==> config.mk <==
export PLATFORM = sky130hd
export DESIGN_NAME = obm
export DESIGN_NICKNAME = d
export VERILOG_FILES = /design/src/rtl/obm.sv
export SDC_FILE = /design/constraint.sdc
export NUM_CORES = 1
export LEC_CHECK = 0
export CORE_AREA = 3 3 174 176
export CTS_CLUSTER_SIZE = 20
export DETAILED_ROUTE_END_ITERATION = 8
export DIE_AREA = 0 0 177 179
export PLACE_DENSITY = 0.73
export SLEW_MARGIN = 20
export SYNTH_ARGS = -nofsm -noshare
export SYNTH_HDL_FRONTEND = slang
export SYNTH_SLANG_ARGS = --single-unit
export TNS_END_PERCENT = 1
==> constraint.sdc <==
create_clock -name clk -period 2.4 [get_ports clk]
set_input_delay 0.48 -clock clk [delete_from_list [all_inputs] [get_ports clk]]
set_output_delay 0.48 -clock clk [all_outputs]
set_load 0.05 [all_outputs]
==> src/rtl/obm.sv <==
// obm: output buffer manager. Queues scheduler metadata, requests each packet from the data
// cache, forwards its beats to the port and frees the buffer ID. Optional macro: OBM_TIMEOUT_EN.
module obm #(
  parameter int MD_DEPTH_LOG2 = 2
`ifdef OBM_TIMEOUT_EN
  , parameter int TIMEOUT_CYC = 255
`endif
) (
  input  logic         clk,
  input  logic         rst_n,
  input  logic [23:0]  in_obm_md,
  input  logic         in_obm_md_wr,
  output logic         out_obm_md_alf,
  output logic [7:0]   out_obm_rd_ID,
  output logic         out_obm_rd_ID_wr,
  input  logic [133:0] in_obm_data,
  input  logic         in_obm_data_wr,
  input  logic         in_obm_port_alf,
  output logic [133:0] out_obm_data,
  output logic         out_obm_data_wr,
  output logic         out_obm_valid,
  output logic         out_obm_valid_wr,
  output logic [15:0]  out_obm_pkt_meta,
  output logic [7:0]   out_obm_free_ID,
  output logic         out_obm_free_ID_wr,
  output logic [15:0]  out_obm_tx_count,
  output logic [7:0]   out_obm_err_count,
  output logic [1:0]   dbg_state
);
  localparam int DEPTH = 1 << MD_DEPTH_LOG2;
  localparam int CW = MD_DEPTH_LOG2 + 1;
  localparam logic [1:0] HDR_HEAD = 2'b01;
  localparam logic [1:0] HDR_TAIL = 2'b10;

  typedef enum logic [1:0] {IDLE = 2'd0, WAIT = 2'd1, TRANS = 2'd2} state_t;
  state_t state, state_nxt;

  logic [23:0]              md_mem [DEPTH];
  logic [MD_DEPTH_LOG2-1:0] wr_ptr, rd_ptr;
  logic [CW-1:0]            md_cnt;
  logic                     md_empty, md_full, md_push, md_pop, md_drop;
  logic [23:0]              md_head;
  logic [1:0]               hdr;
  logic                     fwd, tail, bad_head, timeout;
  logic [1:0]               err_add;
  logic [8:0]               err_sum;

  // A push into a full FIFO is still accepted when a pop frees a slot in the same cycle.
  assign md_empty       = (md_cnt == '0);
  assign md_full        = (md_cnt == CW'(DEPTH));
  assign md_push        = in_obm_md_wr && (!md_full || md_pop);
  assign md_drop        = in_obm_md_wr && md_full && !md_pop;
  assign md_head        = md_mem[rd_ptr];
  assign out_obm_md_alf = (md_cnt >= CW'(DEPTH - 1));
  assign hdr            = in_obm_data[133:132];
  assign dbg_state      = state;

  always_ff @(posedge clk) begin
    if (md_push) md_mem[wr_ptr] <= in_obm_md;
  end

  always_ff @(posedge clk or negedge rst_n) begin
    if (!rst_n) begin
      wr_ptr <= '0;
      rd_ptr <= '0;
      md_cnt <= '0;
    end else begin
      if (md_push) wr_ptr <= wr_ptr + MD_DEPTH_LOG2'(1);
      if (md_pop)  rd_ptr <= rd_ptr + MD_DEPTH_LOG2'(1);
      case ({md_push, md_pop})
        2'b10:   md_cnt <= md_cnt + CW'(1);
        2'b01:   md_cnt <= md_cnt - CW'(1);
        default: md_cnt <= md_cnt;
      endcase
    end
  end

`ifdef OBM_TIMEOUT_EN
  localparam int TW = (TIMEOUT_CYC > 2) ? $clog2(TIMEOUT_CYC) : 1;
  localparam logic [TW-1:0] WAIT_LIMIT = TW'(TIMEOUT_CYC - 1);
  logic [TW-1:0] wait_cnt;

  // Held at zero outside WAIT, so it restarts on every entry.
  always_ff @(posedge clk or negedge rst_n) begin
    if (!rst_n)                    wait_cnt <= '0;
    else if (state != WAIT)        wait_cnt <= '0;
    else if (wait_cnt != WAIT_LIMIT) wait_cnt <= wait_cnt + TW'(1);
  end
`endif

  always_ff @(posedge clk or negedge rst_n) begin
    if (!rst_n) state <= IDLE;
    else        state <= state_nxt;
  end

  always_comb begin
    state_nxt = state;
    md_pop    = 1'b0;
    fwd       = 1'b0;
    tail      = 1'b0;
    bad_head  = 1'b0;
    timeout   = 1'b0;
    case (state)
      IDLE: begin
        if (!md_empty && !in_obm_port_alf) begin
          md_pop    = 1'b1;
          state_nxt = WAIT;
        end
      end
      WAIT: begin
        if (in_obm_data_wr && hdr == HDR_HEAD) begin
          fwd       = 1'b1;
          state_nxt = TRANS;
        end else begin
          bad_head = in_obm_data_wr;
`ifdef OBM_TIMEOUT_EN
          if (wait_cnt == WAIT_LIMIT) begin
            timeout   = 1'b1;
            state_nxt = IDLE;
          end
`endif
        end
      end
      TRANS: begin
        // Stray head headers mid-packet are passed through; only a tail ends the packet.
        if (in_obm_data_wr) begin
          fwd = 1'b1;
          if (hdr == HDR_TAIL) begin
            tail      = 1'b1;
            state_nxt = IDLE;
          end
        end
      end
      default: state_nxt = IDLE;
    endcase
  end

  assign err_add = 2'(md_drop) + 2'(bad_head) + 2'(timeout);
  assign err_sum = {1'b0, out_obm_err_count} + {7'd0, err_add};

  always_ff @(posedge clk or negedge rst_n) begin
    if (!rst_n) begin
      out_obm_rd_ID      <= '0;
      out_obm_rd_ID_wr   <= 1'b0;
      out_obm_pkt_meta   <= '0;
      out_obm_data       <= '0;
      out_obm_data_wr    <= 1'b0;
      out_obm_valid      <= 1'b0;
      out_obm_valid_wr   <= 1'b0;
      out_obm_free_ID    <= '0;
      out_obm_free_ID_wr <= 1'b0;
      out_obm_tx_count   <= '0;
      out_obm_err_count  <= '0;
    end else begin
      out_obm_rd_ID_wr <= md_pop;
      if (md_pop) begin
        out_obm_rd_ID    <= md_head[7:0];
        out_obm_pkt_meta <= md_head[23:8];
      end
      out_obm_data_wr <= fwd;
      if (fwd) out_obm_data <= in_obm_data;
      out_obm_valid      <= tail;
      out_obm_valid_wr   <= tail;
      out_obm_free_ID_wr <= tail || timeout;
      if (tail || timeout) out_obm_free_ID <= out_obm_rd_ID;
      if (tail) out_obm_tx_count <= out_obm_tx_count + 16'd1;
      out_obm_err_count <= err_sum[8] ? 8'hFF : err_sum[7:0];
    end
  end
endmodule
Yosys cells after proc, flatten, opt, wreduce, memory -nomap -nowiden
Memories as Yosys holds them, arrays and structs flattened. A register that Yosys moved wholly into a read port is not among the register bits. Index checks and enable logic that the tools add are counted.

Bits in registers: 178. RAM bits: 96. Bits of input ports: 163. Word-level logic and storage cells: 65. Memories kept: 1.

Memory list: md_mem (depth 4, bits a word 24, read ports 1, clocked after Yosys merged registers in 1, write ports 1, RTL line 38) `logic [23:0] md_mem [DEPTH];`.

$add $sub $neg: 7. Order comparisons: 1. Equality and inequality tests: 11. Muxes and demuxes: 19. Reductions and logical operators: 15.

Operators by type and width (number): adder 16 x 1 -> 16 bit (second input constant) (1); two-way mux 1 bit (11); adder 8 x 2 -> 9 bit (1); two-way mux 2 bit (4); two-way mux 8 bit (1); inequality test 2 bit (second input constant) (4); == test 2 x 1 -> 1 bit (second input constant) (3); == test 2 bit (second input constant) (3); one-hot mux 2 bit (3 select lines) (1); one-hot mux 3 bit (2 select lines) (1); logical AND 1 bit (5); logical NOT 1 bit (5); adder 2 x 1 -> 2 bit (second input constant) (2); AND reduction 4 bit (1); adder 3 x 1 -> 3 bit (second input constant) (1); == test 3 bit (second input constant) (1); greater-or-equal comparator 3 x 2 -> 1 bit (second input constant) (1); logical NOT 3 bit (1); subtractor 3 x 1 -> 3 bit (second input constant) (1); adder 1 x 1 -> 2 bit (1); logical NOT 2 bit (1); one-hot mux 1 bit (2 select lines) (1); nonzero test 2 bit (1); logical OR 1 bit (1).

Depth between registers and ports, before layout
Word-level depth: 10. Mapped depth: 12. Gate-level depth less buffers: 12.

Worst setup path before layout
OpenSTA, ideal clock, no wires.

Path kind: flip-flop to flip-flop. From: reg state[1] (netlist: dbg_state[1]). To: reg md_cnt[2]. Library setup time: 0.079 ns. Data arrival time: 2.476 ns. Data required time: 2.321 ns. Slack: -0.155 ns. Stages on the path, launching flop included: 12. Period minus slack after synthesis: 2.555 ns. Cells stage by stage: dfrtp_1 > inv_1 > ha_1 > nor3b_1 > buf_2 > buf_4 > ha_1 > inv_1 > fa_1 > xor2_1 > nor2_1 > xor2_1.

Cells in the longest elaborated chain, start to end: 6. Elaborated cells between the ends (all ways): 8. Classes of those cells: 2 x eq/ne; 2 x mux; 4 x reduce/logical.

Ends and longest elaborated chain: start, declared (RTL line 36) `state_t state, state_nxt;`; start signal, assigned (RTL line 93) `else state <= state_nxt;`; logical NOT 2 bit (*) (RTL line 103) `case (state)`; two-way mux 1 bit (*) (RTL line 103); via md_pop (RTL line 41) `logic md_empty, md_full, md_push, md_pop, md_drop;`; logical OR 1 bit (RTL line 51) `assign md_push = in_obm_md_wr && (!md_full || md_pop);`; logical AND 1 bit (RTL line 51); == test 2 x 1 -> 1 bit / == test 2 bit (equally long branches) (RTL line 70) `case ({md_push, md_pop})`; one-hot mux 3 bit (2 select lines) / nonzero test 2 bit (equally long branches); end signal, assigned (RTL line 71) `2'b10: md_cnt <= md_cnt + CW'(1);`; end signal, assigned (RTL line 72) `2'b01: md_cnt <= md_cnt - CW'(1);`; end signal, assigned (RTL line 73) `default: md_cnt <= md_cnt;`; end, declared (RTL line 40) `logic [CW-1:0] md_cnt;`.

Mark *: on every way through the listed nets, which the timed path passes. The rest lies on a longest branch. A chain may end at the register's enable or synchronous reset.

Final worst setup path
From: reg out_obm_err_count[5]. To: out out_obm_err_count[5].

RTL lines: start, declared (RTL line 27) `output logic [7:0] out_obm_err_count,`; start signal, assigned (RTL line 167) `out_obm_err_count <= err_sum[8] ? 8'hFF : err_sum[7:0];`.

No word-level cell between the ends.

==> impl_results.md <==
* Critical Path Source: out_obm_err_count[5]$_DFF_PN0_
* Placed Instances at 1409
* Hold Crit Class: flip-flop to flip-flop
* Synth top area cells: dfrtp_1, edfxtp_1, mux2_2
* VDD IR-drop max at 0.871 mV
* Worst setup SP type: flip-flop
* Max FO, Critical Path at 6
* Min Hold Slack at 0.475 ns
* Via count at about 7000
* Fmax at 430 MHz
* Synth Warn # at 0
* CTS Sinks at 298
* Dpl ws at -0.185 ns
* Final cell count without fillers at about 1500
* Slew @ Worst Pin at 0.660 ns
* Max H-tree Level at 1
* Die ar. at between 30000 and 40000 µm²
* Net count after synthesis at 838
* Cells after Synth at 662
* Synth top area share at 0.439
* Crit-path slowest cell: clkdlybuf4s50_1
* CP cell instances: clkdlybuf4s50_1
* Crit path time final at 2.33 ns
* Worst path depth at 1
* ANT nets after route at 0
* Synth Cell Area at about 12000 µm²
* Fin. Hold Viols at 0
* # DRC at 0
* Power density cells at 1520 nW/µm²
* Vias per Instance at 4.79
* Mean cell area of the mapped netlist at 17.4 µm²
* WL final at 29800 µm
* PnR worst setup slack at a little over 0.07 ns
* Sequential share of the synthesized area at 0.689
* Layout cells sized above 1 at 0.227
* Worst Setup End Kind: output pin
* Skew-Pair Late Insertion Delay at roughly 0.55 ns
* Gr usage total at 0.181
* Final net count at 1236
* Crit path largest cell delay at 0.85 ns
* Crit share post-route at 0.970
* Root Buffer: clkbuf_16
* Clock buffer depth at 3
* Vias in the first global route at 7298
* Num rows at 62
* CTS tree: yes
* Initial antenna violation count at 2
* First-pass GRT wire length at 43900 µm
* FF-to-FF End: out_obm_err_count[6]$_DFF_PN0_
* Cell accounting for the most synthesized area: dfrtp_1
* Synth Register Bits at 298
* Die Height at 179 µm
* 1st-iter DRT viols at ~330
* Routability cong. at 0.783
* Slew Viols, Final at 0
* Crit path DAT at 1.85 ns
* Router iterations before antenna repair at 4
* EDFF count, synth at 96
* Core box area at 28800 µm²
* CTS buffer count at 31
* Pin count of the biggest net entering global routing at 63
* FFs w/ async S/R, synth at 0.678
* Crit Reg-Reg Startpoint: dbg_state[0]$_DFFE_PN0P_
* Flop2flop setup slack at 0.19 ns
* MaxCap Viol Count at 0
* DPL Wire Length at approximately 21000 µm
* CP endpoint: out_obm_err_count[5]
* CP Buf/Inv Count at 1
* GRT overflow at 0
* Dominant synthesized flop cell: dfrtp_1
* Wire per inst at 20.3 µm
* Status: completed
* Final Total Pwr at 25.6 mW
* FF-to-FF path depth at 11
* P&R area growth vs syn at 46.1%
* # IOs at approximately 360
* Synth cell types at 36
* Starting Density at 0.400
* Static Leak at 6.81 nW
* Relative slew slack at 0.559
* PortBufs at 360
* CP top delay family: buffers and inverters
* Critical Path RT at 1.92 ns
* # setup viols final at 0
* Kind of critical path: flip-flop to output pin
* Clk_skew at 0.00695 ns
* Width of the die at 177 µm
* Worst-path clk slew at 0.06 ns
==> flip-flops by register name (all words and copies together) (netlist names) <==
register            cells
md_mem                 96
out_obm_data          134
wr_ptr                  2
out_obm_data_wr         1
out_obm_rd_ID_wr        1
dbg_state               2
out_obm_free_ID_wr      1
out_obm_rd_ID           8
out_obm_free_ID         8
out_obm_pkt_meta       16
md_cnt                  3
rd_ptr                  2
out_obm_err_count       8
out_obm_tx_count       16
==> cells in the final DEF (no fill, tap or decap), types with 5 or more instances in the layout <==
cell / instances
and3_1: 7
buf_12: 13
buf_4: 19
clkbuf_1: 6
clkbuf_16: 31
clkdlybuf4s50_1: 355
clkinv_1: 5
clkinv_2: 5
dfrtp_1: 200
edfxtp_1: 96
ha_1: 10
inv_1: 14
mux2_2: 157
mux4_1: 24
nand2_1: 39
nand3_1: 8
nand4_1: 6
nor2_1: 9
nor3_1: 5
xnor2_1: 16
xor2_1: 5
==> worst min-delay path by stage <==
| stage | slack, ns | depth (start not counted) | startpoint | to |
|---|---|---|---|---|
| 6_report | 0.48 | 2 | out_obm_free_ID[5]$_DFFE_PN0P_ | out_obm_free_ID[5]$_DFFE_PN0P_ |
| 5_1_grt | 0.51 | 2 | rst_n | out_obm_pkt_meta[3]$_DFFE_PN0N_ |
| 4_1_cts | 0.48 | 2 | rst_n | out_obm_pkt_meta[3]$_DFFE_PN0N_ |
| 3_5_place_dp | 0.47 | 2 | out_obm_free_ID[5]$_DFFE_PN0P_ | out_obm_free_ID[5]$_DFFE_PN0P_ |
| 3_3_place_gp | 0.46 | 2 | out_obm_free_ID[7]$_DFFE_PN0P_ | out_obm_free_ID[7]$_DFFE_PN0P_ |
| 2_1_floorplan | 0.18 | 0 | rst_n | dbg_state[0]$_DFFE_PN0P_ |
==> per-stage QoR <==
stage / utilization / area, µm² / setup TNS (ns)
after floorplan: - / 11500 / 0
after global placement: 0.549 / 15800 / -0.255
after detailed placement: 0.549 / 15800 / -0.582
after CTS: 0.584 / 16800 / 0
after global routing: 0.585 / 16800 / -0.000698
final: 0.585 / 16800 / 0
==> repair_timing <==
action	in CTS	in global routing
hold endpoints to repair	58	0
endpoints found under the setup margin	2	4
buffers inserted	0	1
hold buffers	1	0
gates resized for setup	2	5
pin swaps	0	1
==> synth_stat cells (all sizes together) (2+ instances only) <==
cell type	instances
dfrtp	202
mux2	160
edfxtp	96
nand2	39
mux4	24
buf	23
xnor2	16
inv	15
ha	11
nor2	10
nand3	9
and3	7
nand4	6
nor3	6
clkbuf	5
xor2	5
a21oi	4
a31oi	4
nand2b	3
and4	2
fa	2
nor2b	2
nor4bb	2
o21ai	2
==> layer usage <==
layer | routed length (µm) | track usage | vias to the layer above
met4 | 560 | 0.0435 | 2
li1 | - | - | 3229
met2 | 15200 | 0.322 | 266
met5 | 18 | 0 | -
met3 | 2530 | 0.0534 | 39
met1 | 11400 | 0.217 | 3505
==> tightest hold or removal path, delay by kind of cell (launching register included) <==
kind / cells / cell delay [ns]
DFF: 1 / 0.34
and+or+nand+nor: 2 / 0.10
==> logic make-up (layout without fill, tap and decap cells) <==
| logic type | count (synthesis) | after routing | share of synthesized area |
|---|---|---|---|
| flip-flops | 298 | 298 | 0.689 |
| multiplexers | 185 | 185 | 0.212 |
| AND/OR/NAND/NOR | 89 | 89 | 0.0381 |
| buffers and inverters | 43 | 466 | 0.0223 |
| XOR/XNOR | 21 | 21 | 0.0160 |
| adder cells (fa/ha/maj) | 13 | 13 | 0.0154 |
| AO/OA/AOI/OAI | 13 | 13 | 0.00674 |
| other | 0 | 1 | 0 |
==> area by class of cell <==
type	instances	area, µm²
Timing Repair Buffer	393	4020
Clock buffer	38	812
Multi-Input combinational cell	321	3340
Fill cell	2228	12000
Sequential cell	298	7940
Inverter	15	56.3
Clock inverter	20	169
Antenna cell	1	2.50
Tap cell	384	480
==> report_power, final <==
part           switching (mW)  leakage [nW]  internal [mW]
sequential              0.946          3.35           7.19
combinational            7.98          2.99           4.85
clock                    1.97         0.470           2.63
No activity file was read; power rests on OpenSTA's default activity.
